**src/rtl/fetch_pkg.sv**
```systemverilog
// Shared types and constants for the instruction-fetch stage.
package fetch_pkg;
  localparam int unsigned FETCH_XLEN = 32;
  localparam logic [31:0] PC_STEP = 32'd4;
  localparam logic [31:0] DEFAULT_RESET_PC = 32'h0000_0000;

  typedef struct packed {
    logic [FETCH_XLEN-1:0] pc;
    logic [FETCH_XLEN-1:0] instr;
  } fetch_entry_t;
endpackage

```
**src/rtl/fetch_queue.sv**
```systemverilog
// Synchronous FIFO of fetch entries; clear overrides push and pop, head reads 0 when empty.
module fetch_queue
  import fetch_pkg::*;
#(
  parameter int unsigned DEPTH = 4,
  parameter type entry_t = fetch_entry_t
) (
  input  logic                     clk,
  input  logic                     rst,
  input  logic                     push,
  input  logic                     pop,
  input  logic                     clear,
  input  entry_t                   din,
  output logic [$clog2(DEPTH):0]   count,
  output entry_t                   head
);
  localparam int unsigned AW = $clog2(DEPTH);
  localparam logic [AW:0] FULL = (AW+1)'(DEPTH);

  entry_t        mem [DEPTH];
  logic [AW-1:0] rd_ptr, wr_ptr;
  logic          do_push, do_pop;

  always_comb begin
    do_pop  = pop && (count != '0);
    do_push = push && (count != FULL);
    head    = (count != '0) ? mem[rd_ptr] : '0;
  end

  always_ff @(posedge clk or negedge rst) begin
    if (!rst) begin
      rd_ptr <= '0;
      wr_ptr <= '0;
      count  <= '0;
    end else if (clear) begin
      rd_ptr <= '0;
      wr_ptr <= '0;
      count  <= '0;
    end else begin
      if (do_push) wr_ptr <= wr_ptr + 1'b1;
      if (do_pop)  rd_ptr <= rd_ptr + 1'b1;
      count <= count + (AW+1)'(do_push) - (AW+1)'(do_pop);
    end
  end

  // Storage carries no reset; validity is tracked entirely by count.
  always_ff @(posedge clk) begin
    if (do_push && !clear) mem[wr_ptr] <= din;
  end
endmodule

```
**src/rtl/fetch_stage_q.sv**
```systemverilog
// Fetch stage: PC, credit-limited pipelined imem requests, prefetch queue to decode.
// Optional FETCH_PERF_EN adds perf_fetched / perf_stall counters.
module fetch_stage_q
  import fetch_pkg::*;
#(
  parameter int unsigned       XLEN     = 32,
  parameter int unsigned       QDEPTH   = 4,
  parameter logic [XLEN-1:0]   RESET_PC = XLEN'(DEFAULT_RESET_PC)
) (
  input  logic            clk,
  input  logic            rst,
  input  logic            PCSrcE,
  input  logic [XLEN-1:0] PCTargetE,
  output logic            imem_req,
  output logic [XLEN-1:0] imem_addr,
  input  logic            imem_gnt,
  input  logic            imem_rvalid,
  input  logic [XLEN-1:0] imem_rdata,
  output logic            dec_valid,
  input  logic            dec_ready,
  output logic [XLEN-1:0] InstrD,
  output logic [XLEN-1:0] PCD,
  output logic [XLEN-1:0] PCPlus4D
`ifdef FETCH_PERF_EN
  ,
  output logic [31:0]     perf_fetched,
  output logic [31:0]     perf_stall
`endif
);
  typedef struct packed {
    logic [XLEN-1:0] pc;
    logic [XLEN-1:0] instr;
  } entry_t;

  localparam int unsigned CW = $clog2(QDEPTH) + 1;
  localparam logic [XLEN-1:0] STEP = XLEN'(PC_STEP);

  logic [XLEN-1:0] pc, inflight_pc;
  logic            inflight;
  logic [CW-1:0]   count;
  logic [CW:0]     credit_used;
  entry_t          head, push_entry;
  logic            push, pop, grant;

  // Outputs are forced idle while rst is low so nothing is requested during reset.
  always_comb begin
    credit_used = {1'b0, count} + (CW+1)'(inflight);
    imem_addr   = (rst && PCSrcE) ? PCTargetE : pc;
    imem_req    = rst && (PCSrcE || (credit_used < (CW+1)'(QDEPTH)));
    grant       = imem_req && imem_gnt;
    push        = imem_rvalid && inflight && !PCSrcE;
    push_entry  = '{pc: inflight_pc, instr: imem_rdata};
    dec_valid   = (count != '0);
    pop         = dec_valid && dec_ready && !PCSrcE;
    PCD         = head.pc;
    InstrD      = head.instr;
    PCPlus4D    = dec_valid ? head.pc + STEP : '0;
  end

  always_ff @(posedge clk or negedge rst) begin
    if (!rst) begin
      pc          <= RESET_PC;
      inflight    <= 1'b0;
      inflight_pc <= '0;
    end else begin
      inflight <= grant;
      if (grant) begin
        inflight_pc <= imem_addr;
        pc          <= imem_addr + STEP;
      end else if (PCSrcE) begin
        pc <= PCTargetE;
      end
    end
  end

  fetch_queue #(
    .DEPTH   (QDEPTH),
    .entry_t (entry_t)
  ) u_queue (
    .clk   (clk),
    .rst   (rst),
    .push  (push),
    .pop   (pop),
    .clear (PCSrcE),
    .din   (push_entry),
    .count (count),
    .head  (head)
  );

`ifdef FETCH_PERF_EN
  always_ff @(posedge clk or negedge rst) begin
    if (!rst) begin
      perf_fetched <= '0;
      perf_stall   <= '0;
    end else begin
      if (push)                    perf_fetched <= perf_fetched + 32'd1;
      if (dec_valid && !dec_ready) perf_stall   <= perf_stall + 32'd1;
    end
  end
`endif
endmodule

```
**config.mk**
```make
export PLATFORM = sky130hd
export DESIGN_NAME = fetch_stage_q
export DESIGN_NICKNAME = d
export VERILOG_FILES = /design/src/rtl/fetch_pkg.sv /design/src/rtl/fetch_queue.sv /design/src/rtl/fetch_stage_q.sv
export SDC_FILE = /design/constraint.sdc
export NUM_CORES = 1
export LEC_CHECK = 0
export ABC_AREA = 1
export CORE_MARGIN = 2
export CORE_UTILIZATION = 56
export CTS_CLUSTER_DIAMETER = 80
export DETAILED_ROUTE_END_ITERATION = 7
export PLACE_DENSITY_LB_ADDON = 0.08
export SLEW_MARGIN = 10
export SYNTH_ARGS = -nofsm -noshare
export SYNTH_HDL_FRONTEND = slang
export SYNTH_SLANG_ARGS = --single-unit
```
**constraint.sdc**
```tcl
create_clock -name clk -period 5.3 [get_ports clk]
set_clock_uncertainty 0.1 [all_clocks]
set_input_delay 1.06 -clock clk [delete_from_list [all_inputs] [get_ports clk]]
set_output_delay 1.06 -clock clk [all_outputs]
set_load 0.005 [all_outputs]
```
# --- Word level (Yosys, flattened, before mapping) ---
# Memories as Yosys holds them, arrays and structs flattened.
# Index checks and enable logic that the tools add are counted.
classes:
  add_sub_neg: 7
  magnitude_cmp: 1
  eq_ne: 1
  n_mux: 12
  reduce_logical: 16
ops:
  columns: ["operator", "count"]
  rows:
  - ["32-bit two-way mux", 4]
  - ["32-bit by 3-bit adder with 32-bit output, second input constant", 2]
  - ["64-bit two-way mux", 1]
  - ["1-bit logical AND", 10]
  - ["2-bit two-way mux", 4]
  - ["2-bit nonzero test", 3]
  - ["2-bit by 1-bit adder with 2-bit output, second input constant", 2]
  - ["3-bit by 1-bit adder with 4-bit output", 1]
  - ["4-bit by 3-bit less-than comparator with 1-bit output, second input constant", 1]
  - ["3-bit by 1-bit adder with 3-bit output", 1]
  - ["3-bit two-way mux", 1]
  - ["3-bit inequality test, second input constant", 1]
  - ["3-bit nonzero test", 1]
  - ["3-bit by 1-bit subtractor with 3-bit output", 1]
  - ["1-bit two-way mux", 2]
  - ["1-bit logical NOT", 1]
  - ["1-bit logical OR", 1]
totals:
  regBits: 72
  mem_bits_rw: 256
  input_bits: 70
  output_inout_bits: 130
  wordCells: 44
  mem_count: 1
memory_table:
  columns: ["name", "words", "width", "rd", "rd_clocked_by_memory_dff", "write_ports", "line_no", "source"]
  rows:
  - ["u_queue.mem", 4, 64, 1, 0, 1, "fetch_queue.sv:20", "entry_t mem [DEPTH];"]

# --- Depth between registers and ports, before layout ---
# Gate-level depths: netlist of run 1.
depth:
  ltp_word: 6
  mapped_depth: 15

# --- Hierarchy ---
# From an unflattened synthesis of run 1, not the netlist that was laid out.
hier_totals:
  cells_unflattened: 1886
  area_unflattened_um2: 16583.4
by_module_without_submodules:
  columns: ["module", "instances", "cells_each", "area_each_um2", "seq_area_each_um2"]
  rows:
  - ["fetch_queue", 1, 1071, 11348.4, 7862.5]
  - ["fetch_stage_q", 1, 815, 5235.0, 1626.6]

# --- Worst setup path after synthesis of run 1 ---
# Ideal clock, no wire load.
synth_path:
  path_type: "input -> register"
  start: "in PCSrcE"
  end: "mem u_queue.mem[0][0] (netlist bit) (enable)"
  setup_time_ns: 0.487
  arrival_time_ns: 4.444
  required_time_ns: 4.713
  slack_ns: 0.269
  stages: 5
  path_cell_list: "buf_4 > inv_1 > clkbuf_1 > nand4_1 > nor2_1"
synth_between:
  elab_chain_len: 6
synth_lines:
  columns: ["item", "line_no", "source"]
  rows:
  - ["start, declared", "fetch_stage_q.sv:12", "input logic PCSrcE,"]
  - ["1-bit logical NOT (*)", "fetch_queue.sv:48, fetch_stage_q.sv:51", null]
  - ["1-bit logical AND", "fetch_stage_q.sv:51", "push = imem_rvalid && inflight && !PCSrcE;"]
  - ["1-bit logical AND", "fetch_queue.sv:26", "do_push = push && (count != FULL);"]
  - ["1-bit logical AND (*)", "fetch_queue.sv:48", "if (do_push && !clear) mem[wr_ptr] <= din;"]
  - ["1-bit two-way mux (*)", "fetch_queue.sv:48", null]
  - ["1-bit two-way mux (implied by the code) (*)", "fetch_queue.sv:48", null]
  - ["end, declared", "fetch_queue.sv:20", null]
# Mark *: on every way between the ends. The rest lies on a longest branch, timed or not.

# --- Worst setup path in the final report of run 1 ---
layout_path:
  start: "reg u_queue.rd_ptr[0]"
  end: "out PCPlus4D[18]"
layout_between:
  elab_chain_len: 4
layout_lines:
  columns: ["item", "line_no", "source"]
  rows:
  - ["start, declared", "fetch_queue.sv:21", "logic [AW-1:0] rd_ptr, wr_ptr;"]
  - ["start signal, assigned", "fetch_queue.sv:41", "if (do_pop) rd_ptr <= rd_ptr + 1'b1;"]
  - ["memory read 4 x 64 bit", null, null]
  - ["64-bit two-way mux", "fetch_queue.sv:27", "head = (count != '0) ? mem[rd_ptr] : '0;"]
  - ["32-bit by 3-bit adder with 32-bit output", "fetch_stage_q.sv:57", "PCPlus4D = dec_valid ? head.pc + STEP : '0;"]
  - ["32-bit two-way mux", "fetch_stage_q.sv:57", null]
  - ["end, declared", "fetch_stage_q.sv:23", "output logic [XLEN-1:0] PCPlus4D"]
# No other way between the ends.

==> qor.yml, run 1 <==
worst_setup_path:
  cp_data_required_time_ns: 4.14
  crit_top_cell: "nand2_1"
  path_cells: "buf_4, nand2_1, nand2_1, nand2_1, nand2_1, inv_1, nor2_1, nand2_1, nor2_1, nand2_1, xor2_1, inv_1, clkdlybuf4s50_1"
  path_class: "reg2out"
  startpoint_type: "flip-flop"
  cp-end-kind: "output pin"
  cp_max_fo: 47
  crit_buf_inv: 4
  arrival_ns: 3.69
  crit_family: "simple AND/OR/NAND/NOR gates"
  slowest_delay_ns: 0.61
  cp_slowest_cell: "dfrtp_4"
synth:
  synth-async-reset-ratio_pct: 22.0
  yosysSeqAreaShare_pct: 59.5
  synth.area.top_cells: "edfxtp_1 (48%), nand2_1 (12%), dfrtp_1 (11%)"
  synth_edf_count: 256
  synth_top_cell_by_area: "edfxtp_1"
  avgSynthCellArea_um2: 8.88
  synth_ff_type: "edfxtp_1"
  synthDistinctLibCells: 37
  synth_warnings: 0
  synth_seq_cells: 328
  syn_nets: 1877
  syn-cell-area_um2: 16000
  post-synth-top-area-fraction_pct: 48.2
  synthCells: 1797
floorplan:
  num_rows: 61
  fp.dieW_um: 173
  core_area_um2: 27900
  dieArea_um2: 29900
  dieHeight_um: 173
  start_util_pct: 57.1
  io_pins: 200
sta:
  fmax_ghz: 0.206
  finalCritPeriodShare_pct: 91.5
  finalHoldViolCount: 0
  worst_slew_pin_slew_ns: 0.808
  report.final.slew_viol_count: 0
  min_period_ns: 4.85
  worst_slack_ns: 0.453
  rsz0062_at_grt: "false"
  fin_tns_setup_ns: 0
  setup_violations: 0
  relSlewSlack_pct: 46.1
route:
  highest_layer: "met4"
  drc: 0
  antenna_left: 0
  routed-via-count: 13000
  wl_per_cell_um: 17.2
  drt-initial-drc-count: 1207
  first_pass_iters: 6
  wl_met3_mm: 3.00
  wl_met1_mm: 18.2
  via_per_inst: 5.47
  detail_route.wirelength_mm: 41.0
  met2WireLength_mm: 18.9
placement:
  dp_slack_ns: 0.981
  dp_hpwl_mm: 28.0
  post-place-cells: 2319
  gp_congestion: 0.933
  io_buffers: 199
  dpl_cell_area_um2: 18300
cells_and_area:
  drive_gt1_share_pct: 5.90
  syn_to_final_growth_pct: 21.4
  final_core_utilization_pct: 69.3
  nets: 2058
  antennaDiodeCount: 0
  finish.instance_area_um2: 19400
  finalNonFillerCells: 2379
power_and_ir_drop:
  p_sw_uw: 2620
  ir_drop_mv: 0.314
  pwr-share-seq_pct: 40.5
  p_comb_share_pct: 31.6
  p_per_area_nw_per_um2: 414
  p_sw_share_pct: 32.7
  intPower_uw: 5390
  pwr-share-clk_pct: 28.0
  p_leak_uw: 0.00784
clock_tree:
  cts-root-buf: "clkbuf_16"
  cts_resized: 0
  htree_levels: 2
  cts.clk_slew.worst_paths_ns: 0.06
  cts.sinks: 328
  cts-buffers-inserted: 35
  post_cts.repair.setup_buffers: 0
  cts_tree: "built"
  cts_hold_buffers: 0
  clk-insertion-delay-late_ns: 0.52
  clockBufferDepth: 3
min_path:
  hold_path_class: "reg2reg"
status:
  status: "finished clean"
global_routing:
  overflow: 0
  first_global_vias: 12200
  grt_max_degree: 92
  grt_antenna_before_repair: 0
  track_usage_pct: 27.3
  grt_pass1_wl_mm: 65.0
run:
  cap_violations: 0
==> placed cells by master, fill, tap and decap left out, types with 7 or more instances in the layout <==
| master | n |
|---|---|
| xor2_1 | 12 |
| a21oi_1 | 44 |
| nand3_1 | 152 |
| ha_1 | 9 |
| buf_4 | 21 |
| edfxtp_1 | 256 |
| nand4_1 | 17 |
| clkbuf_16 | 35 |
| nor2_1 | 324 |
| nor2_2 | 9 |
| nand2_1 | 495 |
| clkdlybuf4s50_1 | 198 |
| o21ai_0 | 117 |
| clkbuf_1 | 9 |
| dfrtp_1 | 70 |
| inv_1 | 140 |
| buf_12 | 7 |
| o21ai_1 | 17 |
| o21ai_2 | 8 |
==> cell families after synthesis <==
group,count (synthesis),share of synthesized area [%]
AOI/OAI and AO/OA,200,6.78
xor gates and xnor gates,14,0.769
adders and majority gates,10,0.831
buffers and inverters,228,6.18
DFF,328,59.5
muxes,2,0.141
and+or+nand+nor,1015,25.8
==> cells in the mapped netlist (2+ instances only) <==
| master | number |
|---|---|
| a21oi_1 | 44 |
| a31oi_1 | 3 |
| buf_1 | 13 |
| buf_2 | 29 |
| buf_4 | 9 |
| buf_6 | 8 |
| clkbuf_1 | 23 |
| clkinv_1 | 3 |
| dfrtp_1 | 72 |
| edfxtp_1 | 256 |
| ha_1 | 9 |
| inv_1 | 140 |
| inv_2 | 3 |
| mux2_2 | 2 |
| nand2_1 | 496 |
| nand2_2 | 2 |
| nand3_1 | 152 |
| nand3_2 | 2 |
| nand4_1 | 17 |
| nor2_1 | 328 |
| nor2_2 | 9 |
| nor2_4 | 2 |
| nor3_1 | 4 |
| o211ai_1 | 5 |
| o21ai_0 | 117 |
| o21ai_1 | 17 |
| o21ai_2 | 8 |
| o21ai_4 | 2 |
| o221ai_1 | 2 |
| xnor2_1 | 2 |
| xor2_1 | 12 |
==> worst paths after layout <==
path | from | end | depth (start not counted) | slack [ns]
hold reg to reg | pc[28] | pc[28] | 2 | 0.38
hold / removal | pc[28] | pc[28] | 2 | 0.38
setup / recovery | u_queue.rd_ptr[0] | PCPlus4D[18] | 13 | 0.45
max in group asynchronous | rst | u_queue.rd_ptr[0] | 2 | 4.08
setup reg to reg | u_queue.count[1] | inflight_pc[20] | 9 | 2.41
min in group asynchronous | rst | pc[7] | 2 | 0.56
==> power by group through the flow <==
stage	registers, uW	logic, uW	clock network, uW
6_report	3240	2530	2240
5_1_grt	3270	2790	2390
4_1_cts	3240	2530	2280
3_5_place_dp	3290	2510	0
3_3_place_gp	3270	2480	0
2_1_floorplan	3200	1370	0
==> layer usage <==
metal / vias to the layer above / global-route usage, %
met3: 68 / 3.98
met4: 0 / 7.73
met5: - / 0
li1: 6279 / -
met2: 587 / 43.1
met1: 6085 / 39.9
==> through the flow <==
stage          total power, uW  hold WS [ns]
3_5_place_dp              5800         0.373
2_1_floorplan             4570         0.347
5_1_grt                   8450         0.404
4_1_cts                   8040         0.387
6_report                  8010         0.384
3_3_place_gp              5750         0.361
==> worst min-delay path, stage by stage, from the launching register on <==
cell and delay [ns]:
dfrtp_1 0.34, nand2_1 0.05, nand2_1 0.06
==> sequential cells by signal, indices dropped and copies added, names as in the netlist <==
| signal | flops |
|---|---|
| u_queue.wr_ptr | 2 |
| u_queue.mem | 256 |
| inflight | 1 |
| u_queue.rd_ptr | 2 |
| u_queue.count | 3 |
| inflight_pc | 32 |
| pc | 32 |
==> area by class of cell <==
cell class | count | area [um^2]
inverter | 146 | 549
sequential | 328 | 9490
timing repair buffer | 226 | 2280
clock buffer | 48 | 965
fill | 2205 | 8560
clock inverter | 12 | 100
multi-input combinational | 1241 | 5510
tap | 378 | 473
Note: power is estimated with default switching activity, not from simulation.
==> inputs of run 2 (changes only) <==
--- a/config.mk
+++ b/config.mk
@@ -7,7 +7,7 @@
 export LEC_CHECK = 0
 export ABC_AREA = 1
 export CORE_MARGIN = 2
-export CORE_UTILIZATION = 56
+export CORE_UTILIZATION = 45
 export CTS_CLUSTER_DIAMETER = 80
 export DETAILED_ROUTE_END_ITERATION = 7
 export PLACE_DENSITY_LB_ADDON = 0.08
==> constraint.sdc (replaced) <==
create_clock -name clk -period 5.3 [get_ports clk]
set_clock_uncertainty 0.1 [all_clocks]
set_input_delay 0.795 -clock clk [delete_from_list [all_inputs] [get_ports clk]]
set_output_delay 0.795 -clock clk [all_outputs]
set_load 0.005 [all_outputs]
==> run 2 against run 1 <==
Effect of this change: core utilization down 13 points; combinational power hardly changed; sequential power about the same; register-to-register slack better by 0.17 ns; sequential share of layout area down 0.11 points; fmax down 0.62%; flip-flop and latch count did not move; largest cell class unchanged; largest power group unchanged.
==> qor.yml, run 2 (synthesized netlist as in run 1, its figures left out) <==
floorplan:
  dieArea_um2: 37000  # was 29,900 um^2
  dieHeight_um: 192  # was 173 um
  fp.dieW_um: 192  # was 173 um
  start_util_pct: 46.0  # was 57.1%
  num_rows: 68  # was 61
  io_pins: 200  # unchanged
  core_area_um2: 34700  # was 27,900 um^2
cells_and_area:
  layout_commonest_cell: "nand2_1"  # unchanged
  antennaDiodeCount: 0  # unchanged
  syn_to_final_growth_pct: 21.7  # was 21.4%
  top_register: "u_queue.mem"  # unchanged
  reg_top3: "u_queue.mem: 256 flops, inflight_pc: 32 flops, pc: 32 flops"  # unchanged
  finalNonFillerCells: 2454  # was 2,379
  nets: 2054  # was 2,058
  largest_reg_flops: 256  # unchanged
  final_cell_mix: "nand2_1 (495), nor2_1 (324), edfxtp_1 (256)"  # unchanged
  drive_gt1_share_pct: 5.70  # was 5.90%
sta:
  rsz0062_at_grt: "false"  # unchanged
  setup_violations: 0  # unchanged
  report.final.slew_viol_count: 0  # unchanged
  relSlewSlack_pct: 26.0  # was 46.1%
  finalCritPeriodShare_pct: 92.0  # was 91.5%
  fin_tns_setup_ns: 0  # unchanged
  finalHoldViolCount: 0  # unchanged
  min_period_ns: 4.88  # was 4.85 ns
  worst_slew_pin_slew_ns: 1.11  # was 0.808 ns
  fmax_ghz: 0.205  # was 0.206 GHz
clock_tree:
  cts_hold_buffers: 0  # unchanged
  cts-buffers-inserted: 36  # was 35
  clk-insertion-delay-late_ns: 0.53  # was 0.52 ns
  clockBufferDepth: 3  # unchanged
  htree_levels: 2  # unchanged
  cts.sinks: 328  # unchanged
  cts-root-buf: "clkbuf_16"  # unchanged
  cts_tree: "built"  # unchanged
  post_cts.repair.setup_buffers: 0  # unchanged
  cts.clk_slew.worst_paths_ns: 0.06  # about the same
  cts_resized: 0  # unchanged
route:
  drt-initial-drc-count: 885  # was 1,207
  detail_route.wirelength_mm: 41.8  # was 41.0 mm
  via_per_inst: 5.16  # was 5.47
  wl_per_cell_um: 17.0  # was 17.2 um
  antenna_left: 0  # unchanged
  first_pass_iters: 5  # was 6
  routed-via-count: 12700  # was 13.0k
  drc: 0  # unchanged
global_routing:
  overflow: 0  # unchanged
  grt_max_degree: 73  # was 92
  grt_pass1_wl_mm: 65.4  # was 65.0 mm
  grt_antenna_before_repair: 0  # unchanged
  first_global_vias: 12100  # was 12.2k
  track_usage_pct: 22.9  # was 27.3%
placement:
  dp_hpwl_mm: 28.0  # about the same
  post-place-cells: 2391  # was 2,319
  gp_congestion: 0.935  # was 0.933
  io_buffers: 199  # unchanged
worst_setup_path:
  cp_slowest_cell: "dfrtp_4"  # unchanged
  r2r-start: "u_queue.count[1]"  # unchanged
  reg2reg_slack_ns: 2.58  # was 2.41 ns
  path_class: "reg2out"  # unchanged
  cp_max_fo: 50  # was 47
  crit_top_cell: "nand2_1"  # unchanged
  arrival_ns: 3.98  # was 3.69 ns
  worstRegToRegCells: 11  # was 9
  path_cells: "buf_4, nand2_1, nand3_1, nand2_1, nor2_2, ha_1, nand3_1, nor2_1, nand2_1, xor2_1, inv_1, clkdlybuf4s50_1"  # was buf_4, nand2_1, nand2_1, nand2_1, nand2_1, inv_1, nor2_1, nand2_1, nor2_1, nand2_1, xor2_1, inv_1, clkdlybuf4s50_1
  r2r-end: "u_queue.count[2]"  # was inflight_pc[20]
  startpoint_type: "flip-flop"  # unchanged
  cp_data_required_time_ns: 4.41  # was 4.14 ns
  cp-end-kind: "output pin"  # unchanged
  slowest_delay_ns: 0.79  # was 0.61 ns
status:
  status: "finished clean"  # unchanged
power_and_ir_drop:
  p_leak_uw: 0.00782  # was 0.00784 uW
  p_per_area_nw_per_um2: 419  # was 414 nW/um^2
  ir_drop_mv: 0.242  # was 0.314 mV
run:
  cap_violations: 0  # unchanged
min_path:
  hold_path_class: "in2async"  # was reg2reg
==> run 2: through the flow <==
stage          setup WS, ns  util, %  hold WS (ns)  power [uW]  cell area (um^2)
2_1_floorplan         0.534        -         0.347        4570             16000
3_3_place_gp           1.03     52.6         0.361        5780             18300
3_5_place_dp          0.984     52.6         0.366        5810             18300
4_1_cts               0.405     55.9         0.103        8190             19400
5_1_grt               0.120     55.9         0.119        8610             19400
6_report              0.422     55.9        0.0987        8140             19400
==> run 2: per-layer routing <==
layer	share of wire [%]	track usage, %	vias to the layer above
met5	0	0	-
met4	1.7	5.78	0
met3	6.6	3.62	51
met2	45	35.9	405
met1	47	33.4	5945
li1	-	-	6261
==> run 2: final cells by class <==
type                            instances  area [um^2]
Timing Repair Buffer                  221         2150
Tap cell                              455          569
Fill cell                            3128        15300
Multi-Input combinational cell       1241         5510
Sequential cell                       328         9490
Clock buffer                           44          952
Inverter                              146          549
Clock inverter                         19          186
==> run 2: how the worst max path moves through the flow <==
| stage | startpoint | cells past startpoint | end |
|---|---|---|---|
| 2_1_floorplan | PCSrcE | 5 | u_queue.mem[0][0] |
| 3_3_place_gp | u_queue.rd_ptr[0] | 12 | PCPlus4D[18] |
| 3_5_place_dp | u_queue.rd_ptr[0] | 12 | PCPlus4D[18] |
| 4_1_cts | u_queue.rd_ptr[0] | 12 | PCPlus4D[18] |
| 5_1_grt | u_queue.rd_ptr[0] | 12 | PCPlus4D[18] |
| 6_report | u_queue.rd_ptr[0] | 12 | PCPlus4D[18] |
==> run 2: worst max-delay path, delay by kind of cell, from the launching register on <==
kind / cells / cell delay, ns
DFF: 1 / 0.79
and+or+nand+nor: 7 / 1.21
adders and majority gates: 1 / 0.33
xor gates and xnor gates: 1 / 0.16
buffers and inverters: 3 / 0.95
==> run 2: power by group <==
part / leakage, uW / total, uW / internal (uW) / switching, uW
Clock: 0.000547 / 2380 / 1390 / 990
Sequential: 0.00316 / 3260 / 3050 / 214
Combinational: 0.00411 / 2500 / 1050 / 1450
==> inputs of run 3 (changes only) <==
--- a/config.mk
+++ b/config.mk
@@ -8,10 +8,12 @@
 export ABC_AREA = 1
 export CORE_MARGIN = 2
 export CORE_UTILIZATION = 45
-export CTS_CLUSTER_DIAMETER = 80
+export CTS_CLUSTER_DIAMETER = 40
 export DETAILED_ROUTE_END_ITERATION = 7
 export PLACE_DENSITY_LB_ADDON = 0.08
+export REMOVE_ABC_BUFFERS = 1
 export SLEW_MARGIN = 10
 export SYNTH_ARGS = -nofsm -noshare
 export SYNTH_HDL_FRONTEND = slang
 export SYNTH_SLANG_ARGS = --single-unit
+export TNS_END_PERCENT = 1
==> run 3 against run 2 <==
Effect of this change: worst setup slack got worse by 0.044 ns; cell count grew 1.2%; sequential power about the same; non-clock buffer count grew 4; combinational power hardly changed; core utilization rose by 1.8 points; die area stayed put; register-to-register slack lost 0.39 ns; hold slack worse by 0.020 ns; clock power rose by 38%; critical endpoint is now PCPlus4D[30].
==> qor.yml, run 3 (synthesized netlist as in run 1, its figures left out) <==
power_and_ir_drop:
  p_per_area_nw_per_um2: 453  # was 419 nW/um^2
  p_sw_uw: 2910  # was 2650 uW
  p_sw_share_pct: 32.0  # was 32.6%
  ir_drop_mv: 0.277  # was 0.242 mV
  pwr-share-clk_pct: 36.2  # was 29.2%
  intPower_uw: 6180  # was 5490 uW
  p_leak_uw: 0.00812  # was 0.00782 uW
  totalPowerFinal_uw: 9080  # was 8140 uW
  p_comb_share_pct: 27.9  # was 30.7%
  pwr-share-seq_pct: 35.9  # was 40.1%
floorplan:
  core_area_um2: 34700  # unchanged
  start_util_pct: 46.0  # unchanged
  num_rows: 68  # unchanged
  dieArea_um2: 37000  # unchanged
  io_pins: 200  # unchanged
  fp.dieW_um: 192  # unchanged
  dieHeight_um: 192  # unchanged
route:
  detail_route.wirelength_mm: 43.9  # was 41.8 mm
  drc: 0  # unchanged
  first_pass_iters: 6  # was 5
  routed-via-count: 12700  # about the same
  drt-initial-drc-count: 740  # was 885
  antenna_left: 0  # unchanged
  via_per_inst: 5.13  # was 5.16
  wl_per_cell_um: 17.7  # was 17.0 um
clock_tree:
  cts-buffers-inserted: 47  # was 36
  cts-root-buf: "clkbuf_16"  # unchanged
  cts.sinks: 328  # unchanged
  post_cts.repair.setup_buffers: 0  # unchanged
  cts_hold_buffers: 0  # unchanged
  cts.clk_slew.worst_paths_ns: 0.06  # about the same
  clockBufferDepth: 3  # unchanged
  htree_levels: 2  # unchanged
  clk-insertion-delay-late_ns: 0.55  # was 0.53 ns
  cts_resized: 0  # unchanged
  cts_tree: "built"  # unchanged
global_routing:
  grt_antenna_before_repair: 0  # unchanged
  grt_max_degree: 65  # was 73
  overflow: 0  # unchanged
  track_usage_pct: 23.9  # was 22.9%
  first_global_vias: 12600  # was 12.1k
  grt_pass1_wl_mm: 68.3  # was 65.4 mm
status:
  status: "finished clean"  # unchanged
cells_and_area:
  layout_commonest_cell: "nand2_1"  # unchanged
  syn_to_final_growth_pct: 25.7  # was 21.7%
  finish.instance_area_um2: 20000  # was 19,400 um^2
  final_cell_mix: "nand2_1 (495), nor2_1 (324), edfxtp_1 (256)"  # unchanged
  drive_gt1_share_pct: 7.25  # was 5.70%
  final_core_utilization_pct: 57.8  # was 55.9%
  reg_top3: "u_queue.mem: 256 flops, inflight_pc: 32 flops, pc: 32 flops"  # unchanged
  largest_reg_flops: 256  # unchanged
  nets: 2069  # was 2,054
  antennaDiodeCount: 0  # unchanged
  top_register: "u_queue.mem"  # unchanged
placement:
  io_buffers: 199  # unchanged
  dp_slack_ns: 0.807  # was 0.984 ns
  gp_congestion: 0.919  # was 0.935
  dpl_cell_area_um2: 18400  # was 18,300 um^2
  dp_hpwl_mm: 29.5  # was 28.0 mm
worst_setup_path:
  cp_data_required_time_ns: 4.41  # about the same
  cp_max_fo: 52  # was 50
  worstRegToRegCells: 9  # was 11
  path_class: "reg2out"  # unchanged
  arrival_ns: 4.03  # was 3.98 ns
  cp-end-kind: "output pin"  # unchanged
  startpoint_type: "flip-flop"  # unchanged
sta:
  report.final.slew_viol_count: 0  # unchanged
  finalCritPeriodShare_pct: 92.9  # was 92.0%
  setup_violations: 0  # unchanged
  relSlewSlack_pct: 24.4  # was 26.0%
  rsz0062_at_grt: "false"  # unchanged
  worst_slack_ns: 0.378  # was 0.422 ns
  worst_slew_pin_slew_ns: 1.13  # was 1.11 ns
  finalHoldViolCount: 0  # unchanged
  fmax_ghz: 0.203  # was 0.205 GHz
  fin_tns_setup_ns: 0  # unchanged
  min_period_ns: 4.92  # was 4.88 ns
min_path:
  hold_path_class: "in2async"  # unchanged
run:
  cap_violations: 0  # unchanged
run 3: cell count changes in the layout (fill, tap and decap cells not counted), moves of 2 or more:
cell | before | now
inv_4 | 0 | 2
clkbuf_8 | 0 | 2
bufinv_16 | 2 | 7
buf_12 | 0 | 4
buf_6 | 0 | 2
inv_6 | 1 | 8
clkbuf_16 | 37 | 48
clkinv_2 | 7 | 3
inv_8 | 0 | 6
buf_4 | 23 | 21
clkinv_1 | 8 | 5
run 3: power groups by stage:
stage          clock network, uW  registers [uW]  logic [uW]
6_report                    3290            3260        2530
5_1_grt                     3460            3290        2800
4_1_cts                     3350            3260        2550
3_5_place_dp                   0            3310        2530
3_3_place_gp                   0            3300        2520
2_1_floorplan                  0            3270        1220
run 3: per-stage QoR:
| stage | instances | hold WS, ns |
|---|---|---|
| finish | 2483 | 0.0789 |
| global route | 2483 | 0.0872 |
| CTS | 2483 | 0.0758 |
| detailed placement | 2395 | 0.370 |
| global placement | 2395 | 0.360 |
| floorplan | 1715 | 0.347 |
run 3: worst paths after layout:
path / slack, ns / endpoint / start
max: 0.38 / PCPlus4D[30] / u_queue.rd_ptr[0]
min: 0.08 / pc[28] / rst
max reg2reg: 2.19 / inflight_pc[30] / u_queue.count[1]
min reg2reg: 0.38 / pc[30] / pc[30]
max in group asynchronous: 3.87 / u_queue.rd_ptr[0] / rst
min in group clk: 0.38 / pc[30] / pc[30]
run 3: final cells by class:
cell class | count | area [um^2]
clock buffers | 56 | 1250
clock inverters | 32 | 432
fillers | 3101 | 14700
inverters | 146 | 551
multi-input cells | 1241 | 5510
flip-flops and latches | 328 | 9490
well taps | 455 | 569
repair buffers | 225 | 2240
run 3: critical path, cell delays in order (launching register included):
cell             delay (ns)
dfrtp_4                0.81
buf_6                  0.44
buf_4                  0.37
nand2_1                0.12
nand3_1                0.10
nand3_1                0.16
nor2_1                 0.18
nand2_1                0.08
nor2_1                 0.18
nand2_1                0.10
nor2_1                 0.10
nor2_1                 0.05
nor2_1                 0.21
clkdlybuf4s50_1        0.56
run 3: per-layer routing:
layer  up-vias  global-route usage, %  share of wire, %
met5         -                      0                 0
met4         0                   7.60               2.7
met3        68                   4.58               6.9
met2       408                   38.8                46
met1      5944                   32.5                45
li1       6323                      -                 -
